**src/rtl/serial_frame_rx.sv**
```systemverilog
`default_nettype none
// +--------------------------------------------------------------------------+
// | serial_frame_rx : sync-hunting serial deserializer, 2-entry word buffer.   |
// | Optional feature macro: SERIAL_FRAME_RX_PARITY_EN (even parity per word).  |
// | Revision: 1.0                                                              |
// +--------------------------------------------------------------------------+
module serial_frame_rx #(
  parameter int                  WIDTH           = 8,
  parameter int                  SYNC_LEN        = 8,
  parameter logic [SYNC_LEN-1:0] SYNC_PATTERN    = 8'hA5,
  parameter int                  WORDS_PER_FRAME = 4,
  parameter int                  MISS_MAX        = 2
) (
  input  logic             clk_i,
  input  logic             rst_i,
  input  logic             data_i,
  input  logic             en_i,
  input  logic             ready_i,
  output logic [WIDTH-1:0] word_o,
  output logic             valid_o,
  output logic             locked_o,
  output logic             sync_err_o,
  output logic             overrun_o,
  output logic             par_err_o
);

  localparam int MAXB = (WIDTH > SYNC_LEN) ? WIDTH : SYNC_LEN;
  localparam int BCW  = $clog2(MAXB);
  localparam int HCW  = $clog2(SYNC_LEN);
  localparam int WCW  = $clog2(WORDS_PER_FRAME + 1);
  localparam int MCW  = $clog2(MISS_MAX + 1);

  localparam logic [BCW-1:0] WORD_LAST  = BCW'(WIDTH - 1);
  localparam logic [BCW-1:0] SYNC_LAST  = BCW'(SYNC_LEN - 1);
  localparam logic [HCW-1:0] HUNT_FULL  = HCW'(SYNC_LEN - 1);
  localparam logic [WCW-1:0] FRAME_LAST = WCW'(WORDS_PER_FRAME - 1);
  localparam logic [MCW-1:0] MISS_LAST  = MCW'(MISS_MAX - 1);

  typedef enum logic [1:0] {
    S_HUNT  = 2'd0,
    S_DATA  = 2'd1,
    S_CHECK = 2'd2
  } state_e;

  state_e              state_q;
  logic [SYNC_LEN-2:0] win_q;
  logic [WIDTH-2:0]    word_q;
  logic [HCW-1:0]      hunt_cnt_q;
  logic [BCW-1:0]      bit_cnt_q;
  logic [WCW-1:0]      word_cnt_q;
  logic [MCW-1:0]      miss_cnt_q;
  logic                locked_q;
  logic                sync_err_q;
  logic                overrun_q;

  logic [WIDTH-1:0]    mem_q [0:1];
  logic                rd_ptr_q;
  logic [1:0]          cnt_q;

  logic [SYNC_LEN-1:0] w_win_full;
  logic [WIDTH-1:0]    w_word_full;
  logic                w_sync_hit;
  logic                w_word_done;
  logic                w_push;
  logic [WIDTH-1:0]    w_push_data;
  logic                w_pop;
  logic                w_full;
  logic                w_push_ok;
  logic                w_wr_ptr;

  // The window and word register hold only the prior bits; the current bit
  // is appended combinationally so a match or word completes on its own edge.
  assign w_win_full  = {win_q, data_i};
  assign w_word_full = {word_q, data_i};
  assign w_sync_hit  = (w_win_full == SYNC_PATTERN);

`ifdef SERIAL_FRAME_RX_PARITY_EN
  logic [WIDTH-1:0] hold_q;
  logic             par_phase_q;
  logic             par_err_q;

  assign w_word_done = en_i && (state_q == S_DATA) && par_phase_q;
  assign w_push      = w_word_done && !(^hold_q ^ data_i);
  assign w_push_data = hold_q;
  assign par_err_o   = par_err_q;
`else
  assign w_word_done = en_i && (state_q == S_DATA) && (bit_cnt_q == WORD_LAST);
  assign w_push      = w_word_done;
  assign w_push_data = w_word_full;
  assign par_err_o   = 1'b0;
`endif

  always_ff @(posedge clk_i or negedge rst_i) begin
    if (!rst_i) begin
      state_q    <= S_HUNT;
      win_q      <= '0;
      word_q     <= '0;
      hunt_cnt_q <= '0;
      bit_cnt_q  <= '0;
      word_cnt_q <= '0;
      miss_cnt_q <= '0;
      locked_q   <= 1'b0;
      sync_err_q <= 1'b0;
`ifdef SERIAL_FRAME_RX_PARITY_EN
      hold_q      <= '0;
      par_phase_q <= 1'b0;
      par_err_q   <= 1'b0;
`endif
    end else begin
      sync_err_q <= 1'b0;
`ifdef SERIAL_FRAME_RX_PARITY_EN
      par_err_q  <= 1'b0;
`endif
      if (en_i) begin
        win_q <= w_win_full[SYNC_LEN-2:0];
        unique case (state_q)
          S_HUNT: begin
            if (hunt_cnt_q != HUNT_FULL) hunt_cnt_q <= hunt_cnt_q + 1'b1;
            if ((hunt_cnt_q == HUNT_FULL) && w_sync_hit) begin
              state_q    <= S_DATA;
              locked_q   <= 1'b1;
              bit_cnt_q  <= '0;
              word_cnt_q <= '0;
              miss_cnt_q <= '0;
            end
          end
          S_DATA: begin
`ifdef SERIAL_FRAME_RX_PARITY_EN
            if (par_phase_q) begin
              par_phase_q <= 1'b0;
              if (^hold_q ^ data_i) par_err_q <= 1'b1;
            end else begin
              word_q <= w_word_full[WIDTH-2:0];
              if (bit_cnt_q == WORD_LAST) begin
                hold_q      <= w_word_full;
                par_phase_q <= 1'b1;
                bit_cnt_q   <= '0;
              end else begin
                bit_cnt_q <= bit_cnt_q + 1'b1;
              end
            end
`else
            word_q <= w_word_full[WIDTH-2:0];
            if (bit_cnt_q == WORD_LAST) bit_cnt_q <= '0;
            else                        bit_cnt_q <= bit_cnt_q + 1'b1;
`endif
            if (w_word_done) begin
              if (word_cnt_q == FRAME_LAST) begin
                word_cnt_q <= '0;
                state_q    <= S_CHECK;
              end else begin
                word_cnt_q <= word_cnt_q + 1'b1;
              end
            end
          end
          S_CHECK: begin
            if (bit_cnt_q == SYNC_LAST) begin
              bit_cnt_q <= '0;
              if (w_sync_hit) begin
                miss_cnt_q <= '0;
                state_q    <= S_DATA;
              end else begin
                sync_err_q <= 1'b1;
                if (miss_cnt_q == MISS_LAST) begin
                  state_q    <= S_HUNT;
                  locked_q   <= 1'b0;
                  hunt_cnt_q <= '0;
                  miss_cnt_q <= '0;
                end else begin
                  // Flywheel: keep alignment through an isolated bad sync.
                  miss_cnt_q <= miss_cnt_q + 1'b1;
                  state_q    <= S_DATA;
                end
              end
            end else begin
              bit_cnt_q <= bit_cnt_q + 1'b1;
            end
          end
          default: state_q <= S_HUNT;
        endcase
      end
    end
  end

  // With two entries the write slot is the head when full, so a simultaneous
  // push and pop overwrites exactly the entry being released.
  assign w_pop     = (cnt_q != 2'd0) && ready_i;
  assign w_full    = cnt_q[1];
  assign w_push_ok = w_push && (!w_full || w_pop);
  assign w_wr_ptr  = rd_ptr_q ^ cnt_q[0];

  always_ff @(posedge clk_i or negedge rst_i) begin
    if (!rst_i) begin
      mem_q[0]  <= '0;
      mem_q[1]  <= '0;
      rd_ptr_q  <= 1'b0;
      cnt_q     <= 2'd0;
      overrun_q <= 1'b0;
    end else begin
      if (w_push_ok) mem_q[w_wr_ptr] <= w_push_data;
      rd_ptr_q  <= rd_ptr_q ^ w_pop;
      cnt_q     <= cnt_q + {1'b0, w_push_ok} - {1'b0, w_pop};
      overrun_q <= w_push && !w_push_ok;
    end
  end

  assign word_o     = mem_q[rd_ptr_q];
  assign valid_o    = (cnt_q != 2'd0);
  assign locked_o   = locked_q;
  assign sync_err_o = sync_err_q;
  assign overrun_o  = overrun_q;

endmodule
`default_nettype wire

```
**config.mk**
```make
export PLATFORM = sky130hd
export DESIGN_NAME = serial_frame_rx
export DESIGN_NICKNAME = d
export VERILOG_FILES = /design/src/rtl/serial_frame_rx.sv
export SDC_FILE = /design/constraint.sdc
export NUM_CORES = 1
export LEC_CHECK = 0
export ABC_AREA = 1
export ABC_CLOCK_PERIOD_IN_PS = 2000
export CAP_MARGIN = 20
export CORE_ASPECT_RATIO = 1.1
export CORE_UTILIZATION = 30
export CTS_CLUSTER_DIAMETER = 80
export CTS_CLUSTER_SIZE = 28
export DETAILED_ROUTE_END_ITERATION = 6
export GPL_ROUTABILITY_DRIVEN = 0
export PLACE_DENSITY_LB_ADDON = 0.3
export SYNTH_ARGS = -nofsm -noshare
export SYNTH_HDL_FRONTEND = slang
export SYNTH_SLANG_ARGS = --single-unit
```
**constraint.sdc**
```tcl
create_clock -name clk_i -period 2 [get_ports clk_i]
set_clock_uncertainty 0.1 [all_clocks]
set_input_delay 0.4 -clock clk_i [delete_from_list [all_inputs] [get_ports clk_i]]
set_output_delay 0.4 -clock clk_i [all_outputs]
set_load 0.01 [all_outputs]
```
Word-level counts from Yosys, hierarchy flattened
Index checks and enable logic that the tools add are counted.
Word-level totals
  flip-flop bits (word level): 49
  input bits: 5
  word-level logic and storage cells: 103
Cells by class
  $add $sub $neg: 6
  magnitude comparators: 3
  equality and inequality tests: 15
  multiplexer cells: 38
  bitwise gates (word level): 4
  reduce and logical (&&, ||, !) cells: 23
Operators with widths (number)
  $mux 8: 4
  $mux 3: 8
  $pmux 3 s2: 3
  $bwmux 16: 1
  $mux 2: 8
  $ne 2x2->1 const B: 6
  $reduce_and 6->1: 2
  $mux 1: 10
  $add 3x1->3 const B: 3
  $demux 8 s1: 1
  $eq 8x8->1 const B: 1
  $reduce_and 4->1: 2
  $reduce_bool 2->1: 4
  $logic_and 1x1->1: 7
  $eq 3x3->1 const B: 2
  $pmux 2 s3: 1
  $reduce_and 5->1: 1
  $eq 2x1->1 const B: 2
  $ge 2x2->1 const B: 2
  $not 1->2: 2
  $pmux 2 s2: 1
  $eq 3x2->1 const B: 1
  $ne 3x3->1 const B: 1
  $reduce_and 3->1: 1
  other kinds (13): 15

Logic depth before layout (Yosys ltp)
  depth after elaboration: 7
  mapped depth: 10
  mapped depth without buffers: 10

Worst setup path after synthesis
No wires, ideal clock.
  path type: reg-to-reg
  from: register state_q[1]
  to: register cnt_q[1]
  arrival: 1.675 ns
  data required time: 1.771 ns
  setup slack: 0.096 ns
  cell stages (with the launch flop): 11
  path buffers: 0
  clock period less this slack: 1.904 ns
  cell sequence: dfrtp_1 inv_1 ha_1 nand2_4 nor2_4 nand2_2 ha_1 inv_1 ha_1 xnor2_1 xor2_1
On the way
  cells in the longest elaborated chain, start to end: 6
Ends and longest elaborated chain
  start: declaration: line 45  | state_e state_q;
  start signal: assignment: line 95  | state_q <= S_HUNT;
  start signal: assignment: line 120  | state_q <= S_DATA;
  start signal: assignment: line 150  | state_q <= S_CHECK;
  $eq 2x1->1: line 87  | assign w_word_done = en_i && (state_q == S_DATA) && (bit_cnt_q == WORD_LAST);
  $logic_and 1x1->1 (2 in a row): line 87
  $logic_and 1x1->1: line 189  | assign w_push_ok = w_push && (!w_full || w_pop);
  $add 2x1->2: line 202  | cnt_q <= cnt_q + {1'b0, w_push_ok} - {1'b0, w_pop};
  $sub 2x1->2: line 202
  end signal: assignment: line 202
  end: declaration: line 58  | logic [1:0] cnt_q;
No other way between the ends.
A chain may end at the register's enable or synchronous reset.

Worst setup path in the final report
  from: register bit_cnt_q[0]
  to: register cnt_q[1]
On the way
  cells in the longest elaborated chain, start to end: 5
Ends and longest elaborated chain
  start: declaration: line 49  | logic [BCW-1:0] bit_cnt_q;
  start signal: assignment: line 145  | else bit_cnt_q <= bit_cnt_q + 1'b1;
  start signal: assignment: line 176  | bit_cnt_q <= bit_cnt_q + 1'b1;
  $eq 3x3->1: line 87
  $logic_and 1x1->1: line 87
  $logic_and 1x1->1: line 189
  $add 2x1->2: line 202
  $sub 2x1->2: line 202
No other way between the ends.

==> impl_metrics.env <==
export IMPL_synth_edf_count=0
export IMPL_start_util_pct=31.6
export IMPL_synthTopCellsByArea="dfrtp_1, nand2_1, ha_1, o21ai_0, inv_1"
export IMPL_yosysSeqAreaShare_pct=50.8
export IMPL_n_antenna_cell=0
export IMPL_die_h_um=96.1
export IMPL_cpMostUsedCell="ha_1"
export IMPL_holdWs_ns=0.381
export IMPL_status="completed"
export IMPL_drv_slew=0
export IMPL_final_nets=344
export IMPL_max_stage_delay_ns=0.38
export IMPL_powerDensity_mw_per_mm2=1130
export IMPL_post_drt_wl_per_cell_um=10.8
export IMPL_cts_root_buffer="clkbuf_8"
export IMPL_cpMaxStageDelayCell="dfrtp_1"
export IMPL_critical_path_buf_inv_count=2
export IMPL_drc_errors=0
export IMPL_power_frac_seq_pct=40.6
export IMPL_max_freq_mhz=501
export IMPL_drive_above_1_share_pct=17.0
export IMPL_tritoncts="yes"
export IMPL_cp_max_fo=3
export IMPL_dp_hpwl_mm=3.38
export IMPL_worstSetupStartpoint="bit_cnt_q[0]"
export IMPL_sw_frac_of_total_pct=38.5
export IMPL_intPower_mw=2.08
export IMPL_gr_total_overflow=0
export IMPL_rows=33
export IMPL_first_global_vias=1781
export IMPL_clkLatencyLatePin_ns=0.30
export IMPL_cp_top_family="adder cells"
export IMPL_post_synth_cell_area_avg_um2=8.41
export IMPL_globalRouteTotalUtil_pct=12.2
export IMPL_via_count=1837
export IMPL_avgViaCountPerCell=4.23
export IMPL_synth_warnings=0
export IMPL_syn_inst=287
export IMPL_grt_first_pass_wirelength_mm=7.91
export IMPL_switching_power_mw=1.30
export IMPL_setup_viol=0
export IMPL_synth_top_cells_by_count="nand2_1, dfrtp_1, inv_1"
export IMPL_timing_hold_violations_final=0
export IMPL_maxCapViolations=0
export IMPL_grt_antenna_before_repair=0
export IMPL_io_pins=18
export IMPL_crit_type="register to register"
export IMPL_ys_flop_type="dfrtp_1"
export IMPL_fillCellCount=786
export IMPL_combPwrFrac_pct=41.4
export IMPL_power_mw=3.38
export IMPL_clk_path_buf_depth=2
export IMPL_design_core_area_mm2=0.00764
export IMPL_required_ns=2.09
export IMPL_drt_iter0_drc=53
export IMPL_grt_max_degree=23
export IMPL_antenna_left=0
export IMPL_final_min_clock_period_ns=2.00
export IMPL_ir_worst_vdd_v=0.000573
export IMPL_crit_chain="ha_1, ha_2, inv_1, nor2_4, nand2_2, ha_1, inv_1, ha_1, xnor2_2, xor2_1"
export IMPL_die_area_mm2=0.00840
export IMPL_port_buffers=16
export IMPL_synth_nets=303
export IMPL_leakage_nw=1.64
export IMPL_die_x_um=87.5
export IMPL_ys_ff_latch=49
export IMPL_hold_path_class="register to register"
export IMPL_routed_wl_mm=4.70
export IMPL_crit_path_start_kind="register"
export IMPL_final_period_utilization_pct=99.9
export IMPL_synth_async_sr_flop_share_pct=100
export IMPL_syn_area_mm2=0.00241
export IMPL_hold_start="word_cnt_q[2]"
export IMPL_syn_to_final_growth_pct=24.6
export IMPL_synth_cell_types=27
export IMPL_clk_pin_slew_ns=0.10
export IMPL_cts_sinks=49
export IMPL_crit_path_end_kind="register"
export IMPL_cts_max_level=2
export IMPL_cts_buffers=5
export IMPL_r2r_start="bit_cnt_q[0]"
export IMPL_drtPass1Iterations=4
export IMPL_post_synth_top_area_cell="dfrtp_1"
export IMPL_p_clk_share_pct=18.0
export IMPL_yosysMostFrequentCell="nand2_1"
export IMPL_arrival_ns=2.09
export IMPL_grt_setup_unrepaired="yes"
export IMPL_netlist_area_leader_share_pct=50.8
-- what timing repair did --
item / CTS / global route
hold buffers: 1 / 0
setup buffers: 1 / 4
resized for setup: 2 / 13
endpoints found under the setup margin: 8 / 9
gates cloned: 0 / 0
hold endpoints to repair: 18 / 0
pin swaps: 0 / 3
-- power groups by stage --
stage / Clock, mW / Combinational [mW] / Sequential, mW
final: 0.608 / 1.40 / 1.37
after global routing: 0.678 / 1.60 / 1.40
after CTS: 0.642 / 1.33 / 1.37
after detailed placement: 0 / 1.30 / 1.38
after global placement: 0 / 1.26 / 1.37
after floorplan: 0 / 0.860 / 1.35
-- per-stage QoR --
stage | worst slack [ns] | instances | utilization [%] | cell area [um^2] | TNS [ns]
floorplan | 0.0964 | 287 | - | 2410 | 0
global placement | -0.155 | 420 | 36.8 | 2810 | -0.432
detailed placement | -0.204 | 420 | 36.8 | 2810 | -0.639
CTS | -0.0381 | 430 | 38.4 | 2930 | -0.166
global route | -0.127 | 434 | 39.3 | 3010 | -0.127
finish | 0.00207 | 434 | 39.3 | 3010 | 0
-- metal layers --
layer	vias to the layer above	global-route usage (%)	part of all wire, %
li1	972	-	-
met1	834	15.2	51
met2	25	21.2	46
met3	6	2.32	2.3
met4	0	4.10	1.3
met5	-	0	0
-- cells by family (layout without fill, tap and decap cells) --
| kind of cell | Yosys count | after routing | share of synthesized area [%] |
|---|---|---|---|
| simple gates | 142 | 142 | 24.9 |
| flops | 49 | 49 | 50.8 |
| buf+inv | 44 | 86 | 8.25 |
| compound gates | 36 | 36 | 8.71 |
| fa+ha+maj | 11 | 11 | 5.71 |
| xor+xnor | 4 | 4 | 1.45 |
| other cells | 1 | 1 | 0.155 |
-- placed cells by master (no fill, tap or decap), types with 2 or more instances in the layout --
| cell | n |
|---|---|
| a21oi_1 | 3 |
| buf_12 | 2 |
| buf_4 | 23 |
| clkbuf_8 | 5 |
| clkdlybuf4s50_1 | 7 |
| clkinvlp_4 | 2 |
| dfrtp_1 | 49 |
| dlymetal6s2s_1 | 8 |
| ha_1 | 9 |
| inv_1 | 33 |
| nand2_1 | 98 |
| nand2_2 | 6 |
| nand3_1 | 9 |
| nand4_1 | 6 |
| nor2_1 | 16 |
| nor3_1 | 2 |
| o21ai_0 | 25 |
| o21ai_2 | 8 |
| xor2_1 | 3 |
-- sequential cells by signal (all words and copies together) (netlist names) --
register    count
overrun_o       1
word_q          7
cnt_q           2
sync_err_o      1
bit_cnt_q       3
word_cnt_q      3
mem_q          16
win_q           7
hunt_cnt_q      3
rd_ptr_q        1
locked_o        1
miss_cnt_q      2
state_q         2
-- worst paths after layout --
check | cells after the start | slack [ns] | end
hold reg to reg | 2 | 0.38 | word_cnt_q[2]
setup reg to reg | 10 | 0.002 | cnt_q[1]
max in group asynchronous | 3 | 0.80 | miss_cnt_q[1]
setup / recovery | 10 | 0.002 | cnt_q[1]
hold / removal | 2 | 0.38 | word_cnt_q[2]
min in group asynchronous | 2 | 0.48 | mem_q[10]
-- layout make-up --
class / instances / area [um^2] / share of cell area, %
clock buffer: 5 / 68.8 / 2.29
clock inverter: 3 / 26.3 / 0.874
inverter: 35 / 134 / 4.45
multi-input combinational: 194 / 1010 / 33.6
sequential: 49 / 1230 / 40.8
tap: 105 / 131 / 4.37
timing repair buffer: 43 / 409 / 13.6
-- worst reg2reg max path: stages, from the launching register on --
cell and delay (ns):
dfrtp_1 0.38, ha_1 0.16, ha_2 0.17, inv_1 0.07, nor2_4 0.11, nand2_2 0.07, ha_1 0.27, inv_1 0.04
ha_1 0.21, xnor2_2 0.15, xor2_1 0.16
Power figures use the tool's default switching activity.
==> patch: new RTL, same flow settings <==
Build with the macro `SERIAL_FRAME_RX_PARITY_EN` defined.
--- a/src/rtl/serial_frame_rx.sv
+++ b/src/rtl/serial_frame_rx.sv
@@ -6,2 +6,4 @@
 // +--------------------------------------------------------------------------+
+`define SERIAL_FRAME_RX_PARITY_EN
+
 module serial_frame_rx #(
Formal check against the unedited RTL: no difference found for any inputs over 10 cycles, from zero or initial values and one cycle with rst_i low; that may be too few to reach the edited logic, so the function may still have changed.
==> patch against the original RTL <==
The flow now finishes with violations (setup timing). Power grew 28%. Synthesized area grew 22%. Final area grew 30%. Routed wire length grew 21%. Die area grew 21%. Sequential cell count grew 10. Worst setup slack lost 100 ps. Via count grew 31%. Critical endpoint unchanged. Largest cell class unchanged.
==> patch: results (changes against the original RTL) <==
| Metric | Value |
|---|---|
| Highest fanout seen on the critical path | `4 (+1)` |
| Non-filler instance count after layout | `550 (+27%)` |
| Total wirelength of the detailed-routed design | `5682 um (+21%)` |
| H-tree levels | `3 (+1)` |
| Instance count after placement with tap cells included | `523 (+25%)` |
| Reg clk slew, reported paths | `70 ps (-30 ps)` |
| Timing-limited maximum frequency | `0.4762 GHz (-4.9%)` |
| Worst-skew pair later-pin latency | `340 ps (+40 ps)` |
| Number of nets in the finished design | `446 (+30%)` |
| Data arrival time at the worst-slack endpoint | `2230 ps (+140 ps)` |
| Iter 0 DRT Violations | `85 (+60%)` |
| Wire length of the first global-routing pass | `10,280 um (+30%)` |
| Worst Setup Slack, final | `-99.95 ps (-102.0 ps)` |
| CTS buffer count | `9 (+4)` |
| Half-perimeter wire length of the detailed placement result | `4007 um (+18%)` |
| Mapped Nets | `376 (+24%)` |
| Largest net degree at the start of global routing | `60 (+160%)` |
| Number of input and output port buffers inserted | `17 (+1)` |
| Depth of the worst register-to-register path | `15 (+5)` |
| # setup viols final | `1 (+1)` |
| Capture endpoint of the worst hold path | `word_q[5]$_DFFE_PN0P_` |
| Netlist cell types | `31 (+15%)` |
| Area contributors post-synth | `sky130_fd_sc_hd__dfrtp_1 (50%), sky130_fd_sc_hd__nand2_1 (17%), sky130_fd_sc_hd__ha_1 (5.5%), sky130_fd_sc_hd__inv_1 (5.4%), sky130_fd_sc_hd__o21ai_0 (4.8%)` |
| Leakage Power | `2.046 nW (+25%)` |
| Fill cells | `951 (+21%)` |
| Violated checks | `setup timing` |
| Vias in the first global route | `2,365 (+33%)` |
| Syn avg cell area | `8.210 sq um (-2.3%)` |
| Register area share after synthesis | `0.5023 (-0.005957)` |
| Share of post-route cells with drive strength above 1 | `0.2309 (+0.06073)` |
| Outcome | `finished, violations left` |
| Largest registers | `mem_q x16, hold_q x8` |
| Peak VDD IR | `511.3 uV (-11%)` |
| Top cells by count, synth | `sky130_fd_sc_hd__nand2_1 (133), sky130_fd_sc_hd__dfrtp_1 (59), sky130_fd_sc_hd__inv_1 (42)` |
[patch: changes by cell type after synthesis, sizes merged, moves of 2 or more]
cell	before	now
dfrtp	49	59
nand3	9	27
nor2	17	14
o21ai	33	35
inv	34	46
buf	6	2
a21oi	3	5
nand4	6	4
nand2	105	138
ha	11	13
[patch: kinds of logic after synthesis]
kind of cell    after synthesis  synth area share
compound gates               42           0.07365
fa+ha+maj                    13           0.05534
simple gates                188            0.2810
flops                        59            0.5023
buf+inv                      52           0.06939
xor+xnor                      4           0.01831
[patch: area by class of cell]
cell class	count	area [sq um]	share of cell area
clock inverters	6	88.84	0.02269
inverters	47	181.4	0.04634
flip-flops and latches	59	1478	0.3774
multi-input cells	247	1345	0.3436
repair buffers	64	538.0	0.1374
well taps	117	146.4	0.03739
clock buffers	10	137.6	0.03516
[patch: power by group]
| part | switching (mW) | internal (mW) | leakage, nW |
|---|---|---|---|
| logic | 0.863 | 0.661 | 1.15 |
| registers | 0.133 | 1.43 | 0.784 |
| clock network | 0.491 | 0.734 | 0.108 |
[patch: per-stage QoR]
stage                     power, mW  cell area, sq um  TNS [ps]  hold slack, ps
after floorplan               2.514              2994    -299.9           4.409
after global placement        2.980              3573     -4805           332.0
after detailed placement      3.016              3573     -5459           336.6
after CTS                     4.374              3882    -90.97           386.8
after global routing          4.675              3915    -218.4           401.9
final                         4.316              3915    -99.95           381.0
[patch: per-layer routing]
metal  GRT usage  vias to the layer above  wire [um]
met5           0                        -          0
met4     0.04517                        0         45
met2      0.2092                       34       2654
li1            -                     1264          -
met1      0.1608                     1094       2766
met3     0.05051                        6        215
[patch: timing repair]
item	4_1_cts	5_1_grt
pin swaps	6	0
hold buffers	1	0
buffers inserted	7	3
gates resized for setup	17	5
setup endpoints to repair	10	7
hold endpoints to repair	59	0
